### src/rtl/pipe_ctrl_pkg.sv
// Shared definitions for the pipeline hazard controller: FSM encodings and
// default parameter values.
package pipe_ctrl_pkg;

  typedef enum logic [1:0] {
    ST_RUN      = 2'd0,
    ST_MEM_WAIT = 2'd1,
    ST_HALT     = 2'd2
  } state_e;

  localparam int CNT_W_DEF       = 16;
  localparam int MEM_TIMEOUT_DEF = 15;

endpackage

### src/rtl/sat_counter.sv
// Event counter that saturates at all-ones instead of wrapping.
// The clear input is synchronous and wins over inc.
module sat_counter #(
  parameter int W = 16
) (
  input  logic         clk,
  input  logic         clear,
  input  logic         inc,
  output logic [W-1:0] count
);

  always_ff @(posedge clk) begin
    if (clear) begin
      count <= '0;
    end else if (inc && (count != '1)) begin
      count <= count + W'(1);
    end
  end

endmodule

### src/rtl/pipe_hazard_ctrl.sv
// Hazard controller for a 5-stage pipeline: resolves memory stalls, taken
// branches, load-use and jumps into write enables and flushes.
module pipe_hazard_ctrl
  import pipe_ctrl_pkg::*;
#(
  parameter int CNT_W       = CNT_W_DEF,
  parameter int MEM_TIMEOUT = MEM_TIMEOUT_DEF
) (
  input  logic             clk_i,
  input  logic             rst_i,
  input  logic [4:0]       id_rs1_i,
  input  logic [4:0]       id_rs2_i,
  input  logic             id_use_rs2_i,
  input  logic             id_jump_i,
  input  logic             ex_memread_i,
  input  logic [4:0]       ex_rd_i,
  input  logic             ex_branch_taken_i,
  input  logic             mem_req_i,
  input  logic             mem_ack_i,
  output logic             pc_write_o,
  output logic             ifid_write_o,
  output logic             idex_write_o,
  output logic             exmem_write_o,
  output logic             ifid_flush_o,
  output logic             idex_flush_o,
  output logic             memwb_bubble_o,
  output logic [1:0]       state_o,
  output logic             halt_o,
  output logic [CNT_W-1:0] stall_cnt_o,
  output logic [CNT_W-1:0] flush_cnt_o
);

  localparam int WAIT_W = $clog2(MEM_TIMEOUT + 1);

  state_e            state;
  logic [WAIT_W-1:0] wait_cnt;
  logic [WAIT_W-1:0] wait_nxt;
  logic              halted;
  logic              mem_stall;
  logic              load_use;
  logic              stall_inc;

  assign halted    = (state == ST_HALT);
  assign mem_stall = !halted && mem_req_i && !mem_ack_i;
  assign load_use  = ex_memread_i && (ex_rd_i != 5'd0) &&
                     ((ex_rd_i == id_rs1_i) || (id_use_rs2_i && (ex_rd_i == id_rs2_i)));
  assign wait_nxt  = wait_cnt + WAIT_W'(1);

  assign state_o = state;
  assign halt_o  = halted;

  // Priority chain: HALT > mem_stall > branch > load_use > jump.
  // A jump under load_use is deliberately not flushed; it stays in ID.
  always_comb begin
    pc_write_o     = 1'b1;
    ifid_write_o   = 1'b1;
    idex_write_o   = 1'b1;
    exmem_write_o  = 1'b1;
    ifid_flush_o   = 1'b0;
    idex_flush_o   = 1'b0;
    memwb_bubble_o = 1'b0;
    if (halted || mem_stall) begin
      pc_write_o     = 1'b0;
      ifid_write_o   = 1'b0;
      idex_write_o   = 1'b0;
      exmem_write_o  = 1'b0;
      memwb_bubble_o = 1'b1;
    end else if (ex_branch_taken_i) begin
      ifid_flush_o = 1'b1;
      idex_flush_o = 1'b1;
    end else if (load_use) begin
      pc_write_o   = 1'b0;
      ifid_write_o = 1'b0;
      idex_flush_o = 1'b1;
    end else if (id_jump_i) begin
      ifid_flush_o = 1'b1;
    end
  end

  // Wait counter holds the number of stalled cycles; it is 1 on MEM_WAIT entry.
  always_ff @(posedge clk_i) begin
    if (rst_i) begin
      state    <= ST_RUN;
      wait_cnt <= '0;
    end else begin
      case (state)
        ST_RUN: begin
          if (mem_stall) begin
            state    <= ST_MEM_WAIT;
            wait_cnt <= WAIT_W'(1);
          end else begin
            wait_cnt <= '0;
          end
        end
        ST_MEM_WAIT: begin
          if (mem_ack_i) begin
            state    <= ST_RUN;
            wait_cnt <= '0;
          end else if (mem_stall) begin
            wait_cnt <= wait_nxt;
            if (wait_nxt == WAIT_W'(MEM_TIMEOUT)) state <= ST_HALT;
          end
        end
        ST_HALT: state <= ST_HALT;
        default: begin
          state    <= ST_RUN;
          wait_cnt <= '0;
        end
      endcase
    end
  end

  // A load_use under a taken branch is on the wrong path and is not counted.
  assign stall_inc = mem_stall || (!halted && load_use && !ex_branch_taken_i);

  sat_counter #(.W(CNT_W)) u_stall_cnt (
    .clk   (clk_i),
    .clear (rst_i),
    .inc   (stall_inc),
    .count (stall_cnt_o)
  );

  sat_counter #(.W(CNT_W)) u_flush_cnt (
    .clk   (clk_i),
    .clear (rst_i),
    .inc   (ifid_flush_o),
    .count (flush_cnt_o)
  );

endmodule

### config.mk
export PLATFORM = sky130hd
export DESIGN_NAME = pipe_hazard_ctrl
export DESIGN_NICKNAME = d
export VERILOG_FILES = /design/src/rtl/pipe_ctrl_pkg.sv /design/src/rtl/sat_counter.sv /design/src/rtl/pipe_hazard_ctrl.sv
export SDC_FILE = /design/constraint.sdc
export NUM_CORES = 1
export LEC_CHECK = 0
export ABC_AREA = 1
export CORE_MARGIN = 4
export CORE_UTILIZATION = 49
export DETAILED_ROUTE_END_ITERATION = 12
export PLACE_DENSITY_LB_ADDON = 0.05
export SLEW_MARGIN = 20
export SYNTH_ARGS = -nofsm -noshare
export SYNTH_HDL_FRONTEND = slang
export SYNTH_HIERARCHICAL = 1
export SYNTH_SLANG_ARGS = --single-unit
### constraint.sdc
create_clock -name clk_i -period 1.85 [get_ports clk_i]
set_input_delay 0.2775 -clock clk_i [delete_from_list [all_inputs] [get_ports clk_i]]
set_output_delay 0.2775 -clock clk_i [all_outputs]
set_load 0.005 [all_outputs]
==> impl_results.md <==
* Final max-slew violation count at 0
* I/O Pins at 65
* Seq cells post-synth at 38
* Iter 0 DRT Violations at 157
* Rel. slew slack at 0.8072
* Critical Path End Type: output pin
* Combinational Power Share at 0.237
* Synth Cell Area at 2524 sq um
* Max cap viols at 0
* Fin crit share at 0.9430
* Drt drc at 0
* Setup TNS at 0 ns
* Yosys warns at 6
* Unique masters post-synth at 27
* Post-layout nets at 536
* Multi-input gate area at 1600 sq um
* CTS max path bufs at 2
* Vias per cell at 4.872
* Core area at 4848 sq um
* Worst Hold Class: reg -> reg
* Routability congestion estimate at 0.8804
* Run status: finished, final reports clean
* Final Hold Viols at 0
* WL per Instance at 10.74 microns
* Final setup fails at 0
* # clock sinks at 38
* Layout cells sized above 1 at 0.2196
* Largest net degree at the start of global routing at 17
* Syn Inst Count at 420
* Die area at 6362 sq um
* Synth Area per Inst at 6.009 sq um
* Leak at 1.620 nW
* Fillers at 402
* # port buffers at 64
* Net Sw Frac at 0.2570
* Root Buffer: clkbuf_8
* Total Routing Usage GR at 0.2045
* WS Path Type: reg -> out
* Synth Flop Type: dfxtp_1
* Worst-Margin Slew at 0.2883 ns
* Die height at 79.77 microns
* Gr ovfl total at 0
* Sequential fraction of design power at 0.384
* First drt pass iteration count at 4
* Die width at 79.77 microns
* Max FO, Critical Path at 5
* Post-synth EDFFs at 0
* Worst path required time at 1.57 ns
* Period minus WS final at 1.745 ns
* Crit path DAT at 1.47 ns
* Worst Setup Start Kind: flop
* Peak VDD IR at 0.4598 mV
* Final setup margin at 0.1055 ns
* CTS tree: built
* Power share of the clock group at 0.379
* Initial antenna violation count at 0
* Clock latency at the later pin of the worst-skew pair at 0.28 ns
* Pre-CTS WS at -0.4903 ns
* Site Rows at 25
* RSZ-0062 raised after global routing: false
* Sw power at 0.5872 mW
* Synth async-reset ratio at 0
* Power Density at 644.6 nW/um^2
* Area leader, netlist: dfxtp_1
* Area contributors post-synth: dfxtp_1 (30%), nand2_1 (20%), nor2_1 (12%)
* Layout area overhead at 40.46%
* Register area at 764.5 sq um
* Ant diodes at 0
* Vias at 2811
* Internal power at 1.698 mW
* Final ANT Viol Nets at 0
* First-pass GRT wire length at 10710 microns
* Worst clock skew at 0.006446 ns
* Initial core utilization at 0.5205
* H-tree levels at 2
* DRT Wirelength at 6196 microns
* Top cell type's share of synthesized area at 0.3014
* Vias in the first global route at 2605
* Post-DP HPWL at 4619 microns
* Fmax at 573.2 MHz
* Reg clk slew, reported paths at 0.08 ns
* Post-synthesis sequential area ratio at 0.3014
* Net Count, Synth at 447
* CTS buffer count at 5
## cells in the mapped netlist, types with 4 or more instances
library cell / count
dfxtp_1: 38
nor2_2: 21
nand4_1: 8
inv_2: 5
nand2_2: 6
nand3_1: 31
ha_1: 4
nor2_1: 80
a21oi_1: 18
inv_1: 45
nor2_4: 5
nand2_1: 135
## cell usage in the layout, fill, tap and decap left out, drive strengths merged
| cell type | n |
|---|---|
| a21oi | 19 |
| buf | 25 |
| bufinv | 2 |
| clkbuf | 19 |
| clkdlybuf4s15 | 4 |
| clkdlybuf4s50 | 40 |
| dfxtp | 38 |
| dlygate4sd2 | 3 |
| dlymetal6s2s | 3 |
| ha | 4 |
| inv | 50 |
| nand2 | 142 |
| nand3 | 31 |
| nand4 | 8 |
| nor2 | 108 |
| nor3 | 3 |
| o21ai | 5 |
| o22ai | 1 |
| or2 | 2 |
| xnor2 | 2 |
| xor2 | 1 |
## state kept, by name, indices dropped and copies added, names as in the netlist
signal             cells
state_o                2
u_flush_cnt/count     16
u_stall_cnt/count     16
wait_cnt               4
## logic make-up (layout without fill, tap and decap cells)
group                      after synthesis  after routing  share of synthesized area
and+or+nand+nor                        294            294                     0.5236
buffers and inverters                   56            146                    0.09023
DFF                                     38             38                     0.3014
AOI/OAI and AO/OA                       25             25                    0.05454
adders and majority gates                4              4                    0.01983
xor gates and xnor gates                 3              3                    0.01041
## worst paths after layout
check	from	to	slack (ns)	cells past startpoint
worst min-delay path	wait_cnt[3]	wait_cnt[3]	0.48	2
worst max register to register	state_o[0]	u_stall_cnt/count[13]	0.18	12
worst min register to register	wait_cnt[3]	wait_cnt[3]	0.48	2
worst max-delay path	state_o[0]	memwb_bubble_o	0.11	5
## critical path, stage by stage, from the launching register on
cell,delay [ns]
dfxtp_4,0.36
inv_4,0.06
nand2_4,0.07
nand2_4,0.09
buf_4,0.11
clkdlybuf4s50_1,0.49
## per-stage QoR
step / power, mW / instance area, sq um / cells / hold slack [ns] / utilization
after floorplan: 1.150 / 2524 / 420 / 0.3466 / -
after global placement: 1.386 / 3351 / 564 / 0.4696 / 0.6911
after detailed placement: 1.395 / 3351 / 564 / 0.4751 / 0.6911
after CTS: 2.252 / 3511 / 573 / 0.4863 / 0.7241
after global routing: 2.412 / 3545 / 577 / 0.5095 / 0.7311
final: 2.285 / 3545 / 577 / 0.4818 / 0.7311
## routing by layer
metal	GRT usage	up-vias	share of wire
met3	0.04063	6	0.049
li1	-	1472	-
met5	0	-	0
met1	0.2391	1269	0.45
met2	0.3715	64	0.50
met4	0.06588	0	0.0084
## final cells by class
| cell class | instances | area share |
|---|---|---|
| timing repair buffer | 88 | 0.2146 |
| clock buffer | 6 | 0.02330 |
| multi-input combinational | 326 | 0.4515 |
| inverter | 50 | 0.05436 |
| tap | 67 | 0.02365 |
| clock inverter | 2 | 0.01694 |
| sequential | 38 | 0.2157 |
## what timing repair did
action | in CTS | in global routing
pin swaps | 14 | 22
setup endpoints to repair | 27 | 31
resized for setup | 37 | 51
hold buffers | 0 | 0
buffers inserted | 1 | 4
## power groups by stage
stage | Combinational (mW) | Sequential (mW) | Clock, mW
after global placement | 0.494 | 0.892 | 0
after CTS | 0.493 | 0.873 | 0.886
final | 0.541 | 0.878 | 0.865
after detailed placement | 0.503 | 0.892 | 0
after global routing | 0.600 | 0.883 | 0.929
after floorplan | 0.257 | 0.893 | 0
Power figures use the tool's default switching activity.
